--- config.mk ---
export PLATFORM = sky130hd
export DESIGN_NAME = booth_r4_seq_mult_flat
export DESIGN_NICKNAME = d
export VERILOG_FILES = /design/src/rtl/booth_r4_seq_mult_if.sv /design/src/rtl/booth_r4_seq_mult.sv /design/src/flat_wrapper.sv
export SDC_FILE = /design/constraint.sdc
export NUM_CORES = 1
export LEC_CHECK = 0
export CAP_MARGIN = 40
export CELL_PAD_IN_SITES_DETAIL_PLACEMENT = 1
export CELL_PAD_IN_SITES_GLOBAL_PLACEMENT = 1
export CORE_UTILIZATION = 35
export CTS_BUF_LIST = sky130_fd_sc_hd__clkbuf_8
export CTS_CLUSTER_SIZE = 12
export DETAILED_ROUTE_END_ITERATION = 12
export GPL_ROUTABILITY_DRIVEN = 1
export PLACE_DENSITY_LB_ADDON = 0.1
export SLEW_MARGIN = 20
export SYNTH_ARGS = -nofsm -noshare
export SYNTH_HDL_FRONTEND = slang
export SYNTH_SLANG_ARGS = --single-unit
--- constraint.sdc ---
create_clock -name clk -period 8.3 [get_ports clk]
set_clock_uncertainty 0.05 [all_clocks]
set_input_delay 1.66 -clock clk [delete_from_list [all_inputs] [get_ports clk]]
set_output_delay 1.66 -clock clk [all_outputs]
set_load 0.05 [all_outputs]
--- src/rtl/booth_r4_seq_mult_if.sv ---
// rtl/booth_r4_seq_mult_if.sv - operand/product handshake bundle for booth_r4_seq_mult
// The sgn field exists only when BOOTH_MULT_UNSIGNED_EN is defined.
interface booth_r4_seq_mult_if #(
    parameter int WIDTH = 11
);
    logic                 in_valid;
    logic                 in_ready;
    logic [WIDTH-1:0]     a;
    logic [WIDTH-1:0]     x;
`ifdef BOOTH_MULT_UNSIGNED_EN
    logic                 sgn;
`endif
    logic                 out_valid;
    logic                 out_ready;
    logic [2*WIDTH-1:0]   product;
    logic                 busy;

`ifdef BOOTH_MULT_UNSIGNED_EN
    modport master (
        output in_valid, a, x, sgn, out_ready,
        input  in_ready, out_valid, product, busy
    );
    modport slave (
        input  in_valid, a, x, sgn, out_ready,
        output in_ready, out_valid, product, busy
    );
`else
    modport master (
        output in_valid, a, x, out_ready,
        input  in_ready, out_valid, product, busy
    );
    modport slave (
        input  in_valid, a, x, out_ready,
        output in_ready, out_valid, product, busy
    );
`endif
endinterface

--- src/rtl/booth_r4_seq_mult.sv ---
// rtl/booth_r4_seq_mult.sv - sequential radix-4 Booth multiplier, one digit per clock
// BOOTH_MULT_UNSIGNED_EN adds a per-operation sgn select and one extension bit.
module booth_r4_seq_mult #(
    parameter int WIDTH = 11
) (
    input  logic             clk,
    input  logic             rst_n,
    booth_r4_seq_mult_if.slave bus
);
`ifdef BOOTH_MULT_UNSIGNED_EN
    localparam int XE = WIDTH + 1;
`else
    localparam int XE = WIDTH;
`endif
    localparam int NDIG = (XE + 1) / 2;
    localparam int XPW  = 2 * NDIG;
    localparam int PW   = 2 * WIDTH;
    localparam int CW   = $clog2(NDIG + 1);

    typedef enum logic [1:0] {IDLE, RUN, DONE} state_t;

    state_t          state;
    state_t          state_nx;
    logic [PW-1:0]   acc;
    logic [PW-1:0]   a_sh;
    logic [XPW-1:0]  x_sr;
    logic            x_prev;
    logic [CW-1:0]   cnt;
    logic            last_dig;

    logic [XE-1:0]   a_ext;
    logic [XE-1:0]   x_ext;
    logic [PW-1:0]   a_ld;
    logic [XPW-1:0]  x_ld;

`ifdef BOOTH_MULT_UNSIGNED_EN
    assign a_ext = {bus.sgn & bus.a[WIDTH-1], bus.a};
    assign x_ext = {bus.sgn & bus.x[WIDTH-1], bus.x};
`else
    assign a_ext = bus.a;
    assign x_ext = bus.x;
`endif
    // The extension bit already encodes signedness, so a signed widen is right for both modes.
    assign a_ld = PW'($signed(a_ext));
    assign x_ld = XPW'($signed(x_ext));

    assign last_dig = (cnt == CW'(NDIG - 1));

    always_ff @(posedge clk) begin
        if (!rst_n) begin
            state <= IDLE;
        end else begin
            state <= state_nx;
        end
    end

    always_comb begin
        state_nx = state;
        case (state)
            IDLE:    if (bus.in_valid) state_nx = RUN;
            RUN:     if (last_dig)     state_nx = DONE;
            DONE:    if (bus.out_ready) state_nx = IDLE;
            default: state_nx = IDLE;
        endcase
    end

    always_comb begin
        bus.in_ready  = (state == IDLE);
        bus.out_valid = (state == DONE);
        bus.busy      = (state == RUN) || (state == DONE);
        bus.product   = acc;
    end

    logic [2:0]    win;
    logic          neg;
    logic [PW-1:0] pp_mag;
    logic [PW-1:0] addend;
    logic [PW-1:0] sum;

    // Negative digits reuse the accumulator adder: ones-complement plus a carry-in.
    always_comb begin
        win    = {x_sr[1:0], x_prev};
        neg    = 1'b0;
        pp_mag = '0;
        case (win)
            3'b001, 3'b010: pp_mag = a_sh;
            3'b011:         pp_mag = {a_sh[PW-2:0], 1'b0};
            3'b100: begin
                pp_mag = {a_sh[PW-2:0], 1'b0};
                neg    = 1'b1;
            end
            3'b101, 3'b110: begin
                pp_mag = a_sh;
                neg    = 1'b1;
            end
            default: pp_mag = '0;
        endcase
        addend = neg ? ~pp_mag : pp_mag;
        sum    = acc + addend + {{(PW-1){1'b0}}, neg};
    end

    // a_sh carries the 2*cnt weight, so no barrel shifter is needed.
    always_ff @(posedge clk) begin
        if (!rst_n) begin
            acc    <= '0;
            a_sh   <= '0;
            x_sr   <= '0;
            x_prev <= 1'b0;
            cnt    <= '0;
        end else begin
            case (state)
                IDLE: begin
                    if (bus.in_valid) begin
                        acc    <= '0;
                        cnt    <= '0;
                        a_sh   <= a_ld;
                        x_sr   <= x_ld;
                        x_prev <= 1'b0;
                    end
                end
                RUN: begin
                    acc    <= sum;
                    a_sh   <= a_sh << 2;
                    x_sr   <= x_sr >> 2;
                    x_prev <= x_sr[1];
                    if (!last_dig) cnt <= cnt + 1'b1;
                end
                default: ;
            endcase
        end
    end
endmodule

--- src/flat_wrapper.sv ---
// flat-port wrapper written by rule: the top's interface ports become plain ports
module booth_r4_seq_mult_flat 
#(
    parameter int WIDTH = 11
)
  (clk, rst_n, bus_in_valid, bus_a, bus_x, bus_out_ready, bus_in_ready, bus_out_valid, bus_product, bus_busy);
  booth_r4_seq_mult_if #(.WIDTH(WIDTH)) bus_i ();
  input  logic clk;
  input  logic rst_n;
  input wire logic [$bits(bus_i.in_valid)-1:0] bus_in_valid;
  input wire logic [$bits(bus_i.a)-1:0] bus_a;
  input wire logic [$bits(bus_i.x)-1:0] bus_x;
  input wire logic [$bits(bus_i.out_ready)-1:0] bus_out_ready;
  output wire logic [$bits(bus_i.in_ready)-1:0] bus_in_ready;
  output wire logic [$bits(bus_i.out_valid)-1:0] bus_out_valid;
  output wire logic [$bits(bus_i.product)-1:0] bus_product;
  output wire logic [$bits(bus_i.busy)-1:0] bus_busy;
  assign bus_i.in_valid = bus_in_valid;
  assign bus_i.a = bus_a;
  assign bus_i.x = bus_x;
  assign bus_i.out_ready = bus_out_ready;
  assign bus_in_ready = bus_i.in_ready;
  assign bus_out_valid = bus_i.out_valid;
  assign bus_product = bus_i.product;
  assign bus_busy = bus_i.busy;
  booth_r4_seq_mult #(.WIDTH(WIDTH)) u_core (.clk(clk), .rst_n(rst_n), .bus(bus_i));
endmodule
---- Yosys cells after proc, flatten, opt, wreduce, memory -nomap -nowiden ----
Index checks and enable logic that the tools add are counted.
word-level totals
  register bits after elaboration ......... 62
  input bits .............................. 26
operators by class
  add/subtract/negate cells ............... 3
  eq/ne operators ......................... 13
  multiplexer cells ....................... 18
  bitwise logic cells ..................... 1
  reductions and logical operators ........ 9
operator list
  kind                                                   number
  one-hot mux 22 bit (2 select lines)                    3
  2-to-1 mux 22 bit                                      3
  one-hot mux 12 bit (2 select lines)                    1
  adder 22 x 1 -> 22 bit                                 1
  adder 22 bit                                           1
  inverter 22 bit                                        1
  equality test 3 bit, second input constant             4
  2-to-1 mux 12 bit                                      1
  equality test 3 x 2 -> 1 bit, second input constant    2
  2-to-1 mux 2 bit                                       3
  2-to-1 mux 3 bit                                       2
  inequality test 2 bit, second input constant           3
  one-hot mux 2 bit (3 select lines)                     1
  one-hot mux 3 bit (2 select lines)                     1
  AND reduction 3 bit                                    2
  OR reduction 4 bit                                     1
  adder 3 x 1 -> 3 bit, second input constant            1
  equality test 3 x 1 -> 1 bit, second input constant    1
  OR reduction 3 bit                                     1
  equality test 2 x 1 -> 1 bit, second input constant    1
  equality test 2 bit, second input constant             1
  logical NOT 2 bit                                      1
  2-to-1 mux 1 bit                                       2
  inequality test 2 x 1 -> 1 bit, second input constant  1
  other kinds (5)                                        5

---- Longest topological paths before layout ----
  word-level depth ........................ 8
  mapped depth ............................ 15
  mapped depth without buffers ............ 14

---- Least setup slack after synthesis ----
No wires, ideal clock.
  kind .................................... reg2reg
  from .................................... register u_core.x_prev
  to ...................................... register u_core.acc[21], in the netlist u_core.bus.product[21]
  library setup time ...................... 122 ps
  arrival time ............................ 3505 ps
  setup slack ............................. 4623 ps
  cell stages (with the launch flop) ...... 14
  buffers on the path ..................... 1
  path through ............................ dfxtp_1 -> inv_1 -> ha_1 -> o31ai_2 -> clkbuf_1 -> xor2_1 -> ha_1 -> nand2_1 -> or4_4 -> o21a_1 -> a211oi_4 -> a21oi_2 -> xnor2_1 -> a221o_1
on the way
  cells in the longest elaborated chain, start to end .. 8
  elaborated cells on any way between the ends .. 16
ends and longest elaborated chain
  item                                                                              RTL line                  RTL
  from (decl)                                                                       booth_r4_seq_mult.sv:27   logic x_prev;
  from (signal assigned)                                                            booth_r4_seq_mult.sv:125  x_prev <= x_sr[1];
  equality test 3 x 1 -> 1 bit, or another cell as far along                        booth_r4_seq_mult.sv:85   case (win)
  OR reduction 4 bit (no source line) / OR reduction 2 bit (equally long branches)  n/a
  one-hot mux 22 bit (2 select lines)                                               booth_r4_seq_mult.sv:85
  inverter 22 bit                                                                   booth_r4_seq_mult.sv:98   addend = neg ? ~pp_mag : pp_mag;
  2-to-1 mux 22 bit                                                                 booth_r4_seq_mult.sv:98
  adder 22 bit                                                                      booth_r4_seq_mult.sv:99   sum = acc + addend + {{(PW-1){1'b0}}, neg};
  adder 22 x 1 -> 22 bit *                                                          booth_r4_seq_mult.sv:99
  one-hot mux 22 bit (2 select lines) *                                             booth_r4_seq_mult.sv:111  case (state)
  to (signal assigned)                                                              booth_r4_seq_mult.sv:122  acc <= sum;
  to (decl)                                                                         booth_r4_seq_mult.sv:24   logic [PW-1:0] acc;
Mark *: on every way between the ends. The rest lies on a longest branch, timed or not.
A chain may end at the register's enable or synchronous reset.

---- Final worst setup path ----
  from .................................... register u_core.x_sr[0]
  to ...................................... register u_core.acc[21], in the netlist u_core.bus.product[21]
on the way
  cells in the longest elaborated chain, start to end .. 8
  elaborated cells on any way between the ends .. 16
ends and longest elaborated chain
  item                                                                              RTL line                  RTL
  from (decl)                                                                       booth_r4_seq_mult.sv:26   logic [XPW-1:0] x_sr;
  from (signal assigned)                                                            booth_r4_seq_mult.sv:117  x_sr <= x_ld;
  from (signal assigned)                                                            booth_r4_seq_mult.sv:124  x_sr <= x_sr >> 2;
  equality test 3 x 1 -> 1 bit, or another cell as far along                        booth_r4_seq_mult.sv:85
  OR reduction 4 bit (no source line) / OR reduction 2 bit (equally long branches)  n/a
  one-hot mux 22 bit (2 select lines)                                               booth_r4_seq_mult.sv:85
  inverter 22 bit                                                                   booth_r4_seq_mult.sv:98
  2-to-1 mux 22 bit                                                                 booth_r4_seq_mult.sv:98
  adder 22 bit                                                                      booth_r4_seq_mult.sv:99
  adder 22 x 1 -> 22 bit *                                                          booth_r4_seq_mult.sv:99
  one-hot mux 22 bit (2 select lines) *                                             booth_r4_seq_mult.sv:111
Marks and branches as above.

==> impl_metrics.toml <==
[outcome]
outcome = "complete, but fails checks"
failed_checks = "DRC"

[critical_path]
slowest_stage = "ha_1"
startpoint = "u_core.x_sr[0]"
r2r_start = "u_core.x_sr[0]"
worstPathMaxFanout = 23
cp_cell_sequence = "inv_1 > ha_1 > a22oi_1 > xor2_1 > ha_1 > nand2_2 > or4_4 > o21a_1 > a211oi_4 > a21oi_2 > xnor2_1 > a221o_1"
arrival_ps = 4120
crit_top_cell = "ha_1"
end_kind = "register"
startpoint_type = "register"
cp_num_buf_inv = 1
crit_type = "register to register"
max_stage_delay_ps = 730
required_ps = 8500
crit_family = "compound AO/OA/AOI/OAI gates"

[cts]
cts_sinks = 61
post_cts_buffers = 0
cts_tree = "yes"
cts_root_buffer = "clkbuf_8"
clk_pin_slew_ps = 80
cts_resized = 0
cts_inserted_buffers = 9
clkLatencyLatePin_ps = 350
ctsHoldBuffers = 0
htreeDepth = 3
cts_buffer_depth = 2

[routing]
vias = 3738
first_pass_iters = 8
drt_iter0_drc = 132
drt-wirelength-per-cell_microns = 16.4
remaining_drc_errors = 8
routed_via_density = 5.49
ant_nets = 0
routed_wl_microns = 11200

[global_route]
grt-busiest-layer = "met2"
grt_use_met3 = 0.0416
grt.overflow.total = 0
grt_pass1_vias = 3804
grt_max_degree = 65
grt_pass1_wl_microns = 18500
grt_usage = 0.187
antenna_found_initial = 0
grtUsageMet2 = 0.313
globalRouteMet1Util = 0.240

[pwr]
power.leakage_nw = 2.23
ir_worst_vdd_mv = 0.118
power_density_nw_per_um2 = 230

[layout]
fillCellCount = 1366
synthToLayoutAreaGrowth_pct = 21.1
drive_above_1_share = 0.0613
layout_common_cells = "nand2_1, dfxtp_1, clkdlybuf4s50_1"
diodes = 0
final_util = 0.439
final_common_cell = "nand2_1"
fin_nets = 591

[yosys]
syn-cell-area_sq_um = 4170
synth_cells = 497
async_flop_share = 0
yosysUniqueCellTypes = 49
synth-seq-cells = 61
ys.flop_type = "dfxtp_1"
synth_area_per_cell_sq_um = 8.40
ys_warn_count = 0
ys_seq_area_frac = 0.293
synth_nets = 555
synth_edf_count = 0

[floorplanning]
dieHeight_microns = 111
coreArea_sq_um = 11500
start_util = 0.362
fp.dieW_microns = 111
die_area_sq_um = 12400
row_count = 39
ios = 51

[sta]
fmax_ghz = 0.255
finalSetupTns_ps = 0
rsz0062_at_grt = "no"
final-max-slew-violation-count = 0
slew_headroom = 0.548
hold_viol = 0
worstMarginPinSlew_ps = 678
finalCritPeriodShare = 0.473
period_needed_ps = 3930
setup_viol = 0

[placement]
dp_hpwl_microns = 8150
io_buffer_count = 50
gp_congestion = 0.776

[hold_path]
holdCritStartpoint = "u_core.bus.product[13]"
min_path_type = "register to register"

[flow_run]
cap_violations = 0
## path summary, 6_finish.rpt
| path | to | slack (ps) | depth (start not counted) |
|---|---|---|---|
| hold reg to reg | u_core.bus.product[13] | 430 | 2 |
| hold / removal | u_core.bus.product[13] | 430 | 2 |
| setup reg to reg | u_core.bus.product[21] | 4370 | 12 |
| setup / recovery | u_core.bus.product[21] | 4370 | 12 |
## cells by family after synthesis
logic type | after synthesis | synth area share
mux | 22 | 0.0531
compound gates | 167 | 0.287
simple gates | 132 | 0.147
buf+inv | 44 | 0.0399
fa+ha+maj | 32 | 0.0977
flops | 61 | 0.293
xor+xnor | 39 | 0.0818
## layout make-up
type | count | area [sq um] | share of cell area
Timing Repair Buffer | 57 | 557 | 0.110
Inverter | 12 | 45.0 | 0.00891
Clock inverter | 6 | 111 | 0.0220
Sequential cell | 61 | 1220 | 0.242
Clock buffer | 10 | 138 | 0.0272
Tap cell | 143 | 179 | 0.0354
Multi-Input combinational cell | 392 | 2810 | 0.555
## per-layer routing
layer	wire [microns]	vias up
met5	0	-
met4	80	0
met2	5350	50
met1	5400	1802
li1	-	1881
met3	321	5
## metrics by stage
step	hold slack, ps	total power [mW]	instance area [sq um]	worst slack [ps]	cells
2_1_floorplan	408	0.708	4170	4620	497
3_3_place_gp	414	0.816	4790	4200	663
3_5_place_dp	427	0.832	4810	4110	665
4_1_cts	438	1.18	5060	4360	681
5_1_grt	455	1.24	5060	4110	681
6_report	430	1.16	5060	4370	681
## flip-flops by register name, indices dropped and copies added, names as in the netlist
name,flops
u_core.a_sh,22
u_core.bus.product,22
u_core.cnt,3
u_core.state,2
u_core.x_prev,1
u_core.x_sr,11
## Yosys cell counts (9+ instances only)
master / n / area (sq um)
nand2_1: 67 / 251
dfxtp_1: 61 / 1220
a21oi_1: 39 / 195
clkbuf_1: 31 / 116
ha_1: 31 / 388
o211a_1: 31 / 310
a22oi_1: 28 / 210
xor2_1: 27 / 236
o21ai_0: 23 / 115
mux2i_1: 21 / 210
nor2b_1: 17 / 106
nor2_1: 14 / 52.6
inv_1: 12 / 45.0
xnor2_1: 12 / 105
a21o_1: 9 / 67.6
nand3_1: 9 / 45.0
## power by group
group | switching, mW | internal (mW) | leakage (nW)
clock | 0.132 | 0.208 | 0.128
sequential | 0.0367 | 0.331 | 0.500
combinational | 0.276 | 0.179 | 1.60
total | 0.445 | 0.717 | 2.23
## worst reg2reg max path, stage by stage (launching register included)
cell and delay (ps):
dfxtp_1 400, inv_1 80, ha_1 730, a22oi_1 210, xor2_1 190, ha_1 420
nand2_2 120, or4_4 490, o21a_1 210, a211oi_4 360, a21oi_2 130, xnor2_1 140
a221o_1 290
No activity file was read; power rests on OpenSTA's default activity.
==> RTL change 1, RTL diff (config.mk and constraints unchanged) <==
`WIDTH` is set to 11 in 3 places; all go to 22.
--- a/src/rtl/booth_r4_seq_mult_if.sv
+++ b/src/rtl/booth_r4_seq_mult_if.sv
@@ -2,5 +2,5 @@
 // The sgn field exists only when BOOTH_MULT_UNSIGNED_EN is defined.
 interface booth_r4_seq_mult_if #(
-    parameter int WIDTH = 11
+    parameter int WIDTH = 22
 );
     logic                 in_valid;
--- a/src/rtl/booth_r4_seq_mult.sv
+++ b/src/rtl/booth_r4_seq_mult.sv
@@ -2,5 +2,5 @@
 // BOOTH_MULT_UNSIGNED_EN adds a per-operation sgn select and one extension bit.
 module booth_r4_seq_mult #(
-    parameter int WIDTH = 11
+    parameter int WIDTH = 22
 ) (
     input  logic             clk,
--- a/src/flat_wrapper.sv
+++ b/src/flat_wrapper.sv
@@ -2,5 +2,5 @@
 module booth_r4_seq_mult_flat 
 #(
-    parameter int WIDTH = 11
+    parameter int WIDTH = 22
 )
   (clk, rst_n, bus_in_valid, bus_a, bus_x, bus_out_ready, bus_in_ready, bus_out_valid, bus_product, bus_busy);
Interface: changed (resized bus_a, bus_product and bus_x); port bits go from 51 to 95. The function was not compared with the original's and may differ.
==> RTL change 1 against the unedited design <==
Worst setup slack worse by 530 ps; critical endpoint is now u_core.bus.product[34]; wire length up 110%; total power up 77%; design area rose by 92%; via count grew 93%; cell count grew 93%; sequential cell count grew 56; synthesized area up 94%.
==> RTL change 1: results (changes against the unedited design) <==
{
  "status": "complete, no violations",
  "yosysWarningCount": {"value": 0, "change": "unchanged"},
  "ys_top_cells_by_area": "sky130_fd_sc_hd__dfxtp_1, sky130_fd_sc_hd__ha_1, sky130_fd_sc_hd__o211a_1",
  "gp_congestion": {"value": 0.8428, "change": "+8.6%"},
  "min_delay_worst_endpoint": "u_core.bus.product[29]",
  "pin_count_of_the_biggest_net_entering_global_routing": {"value": 74, "change": "+14%"},
  "clk_latency": {"value": 450, "unit": "ps", "change": "+100 ps"},
  "internal_reg_to_reg_setup_slack": {"value": 3840, "unit": "ps", "change": "-530 ps"},
  "first_pass_grt_wire_length": {"value": 37860, "unit": "um", "change": "+100%"},
  "via_density_per_instance": {"value": 5.493, "change": "about the same"},
  "worst-r2r-cell-count": {"value": 15, "change": "+3"},
  "reg2reg_to": "u_core.bus.product[34]",
  "worst-path-max-fanout": {"value": 34, "change": "+48%"},
  "netlist_top_cells_count": "sky130_fd_sc_hd__nand2_1, sky130_fd_sc_hd__dfxtp_1, sky130_fd_sc_hd__a21oi_1, sky130_fd_sc_hd__a22oi_1, sky130_fd_sc_hd__xnor2_1",
  "max-vdd-ir-drop": {"value": 86.74, "unit": "uV", "change": "-26%"},
  "maxSlewHeadroom": {"value": 0.4597, "change": "-0.08841"},
  "portBuffers": {"value": 94, "change": "+88%"},
  "finish.net_count": {"value": 1119, "change": "+89%"},
  "timing.critical_path.arrival": {"value": 4720, "unit": "ps", "change": "+600 ps"},
  "via_count_of_the_first_global_routing_pass": {"value": 7191, "change": "+89%"},
  "drt_pass1_iterations": {"value": 4, "change": "-4"},
  "worst_hold_launch": "u_core.bus.product[29]",
  "cts-htree-levels": {"value": 4, "change": "+1"},
  "holdWs": {"value": 425.6, "unit": "ps", "change": "-4.255 ps"},
  "dp_hpwl": {"value": 16900, "unit": "um", "change": "+110%"},
  "place_area": {"value": 9311, "unit": "sq um", "change": "+94%"},
  "detail_route.wirelength": {"value": 22980, "unit": "um", "change": "+110%"},
  "netlist-cell-type-count": {"value": 64, "change": "+31%"}
}
[RTL change 1: cell types whose count changed in the layout (fill, tap and decap cells not counted), moves of 31 or more]
cell	before	now
sky130_fd_sc_hd__a22oi_1	28	69
sky130_fd_sc_hd__o211a_1	31	62
sky130_fd_sc_hd__xnor2_1	12	67
sky130_fd_sc_hd__a21oi_1	39	75
sky130_fd_sc_hd__nand2_1	67	127
sky130_fd_sc_hd__clkdlybuf4s50_1	50	93
sky130_fd_sc_hd__dfxtp_1	61	117
[RTL change 1: metrics by stage]
step	std cells	setup WS, ps
2_1_floorplan	957	4543
3_5_place_dp	1282	3850
4_1_cts	1314	3817
6_report	1314	3841
3_3_place_gp	1279	3947
5_1_grt	1314	3482
[RTL change 1: layout make-up]
cell class,instances,area (sq um)
clock inverters,15,146.4
well taps,285,356.6
flip-flops and latches,117,2342
fillers,2691,13020
inverters,17,63.81
multi-input cells,756,5463
repair buffers,107,1086
clock buffers,17,234.0
[RTL change 1: critical path: stages (launching register included)]
cell and delay (ps):
sky130_fd_sc_hd__dfxtp_1 390, sky130_fd_sc_hd__inv_1 80, sky130_fd_sc_hd__ha_1 540, sky130_fd_sc_hd__buf_4 400
sky130_fd_sc_hd__a22oi_1 160, sky130_fd_sc_hd__xnor2_1 210, sky130_fd_sc_hd__ha_1 490, sky130_fd_sc_hd__nand2_1 170
sky130_fd_sc_hd__nor4_4 390, sky130_fd_sc_hd__o211ai_1 180, sky130_fd_sc_hd__a31oi_2 310, sky130_fd_sc_hd__a21oi_2 150
sky130_fd_sc_hd__o41ai_4 430, sky130_fd_sc_hd__a21oi_1 150, sky130_fd_sc_hd__xnor2_1 160, sky130_fd_sc_hd__o21ai_1 70
[RTL change 1: layer usage]
layer  up-vias  global-route usage  share of wire
met4         0             0.04000         0.0054
met3         7             0.04343          0.038
met2       133              0.3032           0.43
met1      3453              0.2915           0.53
met5         -                   0              0
li1       3625                   -              -
[RTL change 1: kinds of logic after synthesis]
family,synth area share
compound gates,0.2964
xor+xnor,0.09181
fa+ha+maj,0.08579
buf+inv,0.04104
flops,0.2888
mux,0.05694
simple gates,0.1392
[RTL change 1: how the worst max path moves through the flow]
stage                              start                      to  slack (ps)  cells past startpoint
after global placement     u_core.x_prev  u_core.bus.product[40]        3950                     15
after global routing       u_core.x_prev  u_core.bus.product[34]        3480                     15
after CTS                  u_core.x_prev  u_core.bus.product[34]        3820                     15
final                     u_core.x_sr[0]  u_core.bus.product[34]        3840                     15
after floorplan            u_core.x_prev  u_core.bus.product[43]        4540                     17
after detailed placement   u_core.x_prev  u_core.bus.product[34]        3850                     15
[RTL change 1: where the power goes]
part           internal [mW]  leakage [nW]  switching (mW)
Clock                  0.244         0.193           0.279
Combinational          0.332          3.10           0.506
Sequential             0.628         0.960          0.0658
Total                   1.20          4.25           0.851
==> RTL change 2, RTL diff (config.mk and constraints unchanged) <==
Without the edit above. Reset style: asynchronous (`rst_n`), changed in 2 clocked blocks.
--- a/src/rtl/booth_r4_seq_mult.sv
+++ b/src/rtl/booth_r4_seq_mult.sv
@@ -47,5 +47,5 @@
     assign last_dig = (cnt == CW'(NDIG - 1));
 
-    always_ff @(posedge clk) begin
+    always_ff @(posedge clk or negedge rst_n) begin
         if (!rst_n) begin
             state <= IDLE;
@@ -101,5 +101,5 @@
 
     // a_sh carries the 2*cnt weight, so no barrel shifter is needed.
-    always_ff @(posedge clk) begin
+    always_ff @(posedge clk or negedge rst_n) begin
         if (!rst_n) begin
             acc    <= '0;
Function: differs if rst_n is asserted again (counterexample within 4 cycles, from zero or initial values and one cycle with rst_n low); with rst_n held inactive, the same outputs for 4 cycles.
==> RTL change 2 against the unedited design <==
The run still ends with DRC left; core utilization is 0.16 points higher; register-to-register slack better by 95 ps; via count is 2.6% lower; wire length is 0.77% higher; sequential cell count stayed put; non-clock buffer count decreased by 2; synthesized area up 1.9%; worst setup slack gained 48 ps; critical path depth shrank 9; critical path type is now reg -> out; design area rose by 1.2%; die area is 1.9% higher; cell count is 1.8% lower.
Power is left out: the tool's default activity adds up to more than one toggle a clock period on the data nets, which glitch-free logic cannot reach.
==> RTL change 2: results (changes against the unedited design) <==
{
  "ys_top_cells_by_area": "sky130_fd_sc_hd__dfrtp_1, sky130_fd_sc_hd__ha_1, sky130_fd_sc_hd__o21ai_0",
  "finish.net_count": {"value": 579, "change": "-2.0%"},
  "detailroute.via_count": {"value": 3641, "change": "-2.6%"},
  "detail_route.wirelength": {"value": 11240, "unit": "um", "change": "+0.77%"},
  "gp_congestion": {"value": 0.8424, "change": "+8.6%"},
  "route.detailed.drc": {"value": 4, "change": "-4"},
  "tritoncts.num_buffers": {"value": 9, "change": "unchanged"},
  "synth_seq_area_share": {"value": 0.3587, "change": "+0.06615"},
  "worst-r2r-cell-count": {"value": 14, "change": "+2"},
  "worst-path-max-fanout": {"value": 11, "change": "-52%"},
  "post_cts_repair_setup_buffers": {"value": 0, "change": "unchanged"},
  "fillers": {"value": 1381, "change": "+1.1%"},
  "netlist-cell-type-count": {"value": 57, "change": "+16%"},
  "drt_iter0_markers": {"value": 108, "change": "-18%"},
  "clk_latency": {"value": 370, "unit": "ps", "change": "+20 ps"},
  "critical_path.top_delay_family": "buffers and inverters",
  "syn-num-nets": {"value": 546, "change": "-1.6%"},
  "tightestPinTransition": {"value": 844.1, "unit": "ps", "change": "+166.2 ps"},
  "violated_checks": "DRC",
  "via_count_of_the_first_global_routing_pass": {"value": 3773, "change": "-0.81%"},
  "preCtsSetupSlack": {"value": 4353, "unit": "ps", "change": "+245.4 ps"},
  "yosys_most_used_dff": "sky130_fd_sc_hd__dfrtp_1",
  "holdWs": {"value": 435.0, "unit": "ps", "change": "+5.214 ps"},
  "max_stage_delay": {"value": 890, "unit": "ps", "change": "+160 ps"},
  "status": "complete, but fails checks",
  "netlist_top_cells_count": "sky130_fd_sc_hd__nand2_1, sky130_fd_sc_hd__dfrtp_1, sky130_fd_sc_hd__o21ai_0, sky130_fd_sc_hd__a21oi_1, sky130_fd_sc_hd__ha_1",
  "timing.critical_path.arrival": {"value": 2170, "unit": "ps", "change": "-1950 ps"},
  "pin_count_of_the_biggest_net_entering_global_routing": {"value": 84, "change": "+29%"},
  "dp_hpwl": {"value": 8168, "unit": "um", "change": "+0.18%"}
}
## RTL change 2: worst min-delay path: cells and delay by family (launching register included)
kind | cells | cell delay, ps
flip-flops | 1 | 350
AO/OA/AOI/OAI | 1 | 60
AND/OR/NAND/NOR | 1 | 50
## RTL change 2: kinds of logic after synthesis
kind of cell | Yosys count | share of synthesized area
XOR/XNOR | 39 | 0.08027
AO/OA/AOI/OAI | 167 | 0.2455
flip-flops | 61 | 0.3587
adder cells (fa/ha/maj) | 32 | 0.09585
buffers and inverters | 45 | 0.04028
AND/OR/NAND/NOR | 124 | 0.1320
multiplexers | 20 | 0.04734
## RTL change 2: metrics by stage
| step | instances | utilization | cell area (sq um) |
|---|---|---|---|
| global placement | 650 | 0.4161 | 4832 |
| global route | 669 | 0.4406 | 5117 |
| finish | 669 | 0.4406 | 5117 |
| floorplan | 488 | - | 4255 |
| CTS | 668 | 0.4389 | 5097 |
| detailed placement | 652 | 0.4191 | 4867 |
## RTL change 2: final timing paths
check / from / end
min: u_core.a_sh[21] / u_core.a_sh[21]
max reg2reg: u_core.x_prev / u_core.bus.product[16]
min in group asynchronous: rst_n / u_core.bus.product[2]
min reg2reg: u_core.a_sh[21] / u_core.a_sh[21]
max: u_core.state[1] / bus_in_ready
max in group asynchronous: rst_n / u_core.a_sh[7]
## RTL change 2: layout make-up
type | instances | share of cell area
timing repair buffer | 55 | 0.1105
clock inverter | 6 | 0.01809
inverter | 12 | 0.008802
clock buffer | 10 | 0.02689
tap | 143 | 0.03496
multi-input combinational | 382 | 0.5024
sequential | 61 | 0.2983
## RTL change 2: routing by layer
layer | part of all wire | wire, um | track usage
met4 | 0.019 | 217 | 0.08800
met5 | 0 | 0 | 0
met1 | 0.48 | 5432 | 0.2566
met2 | 0.46 | 5225 | 0.3159
met3 | 0.033 | 369 | 0.03078
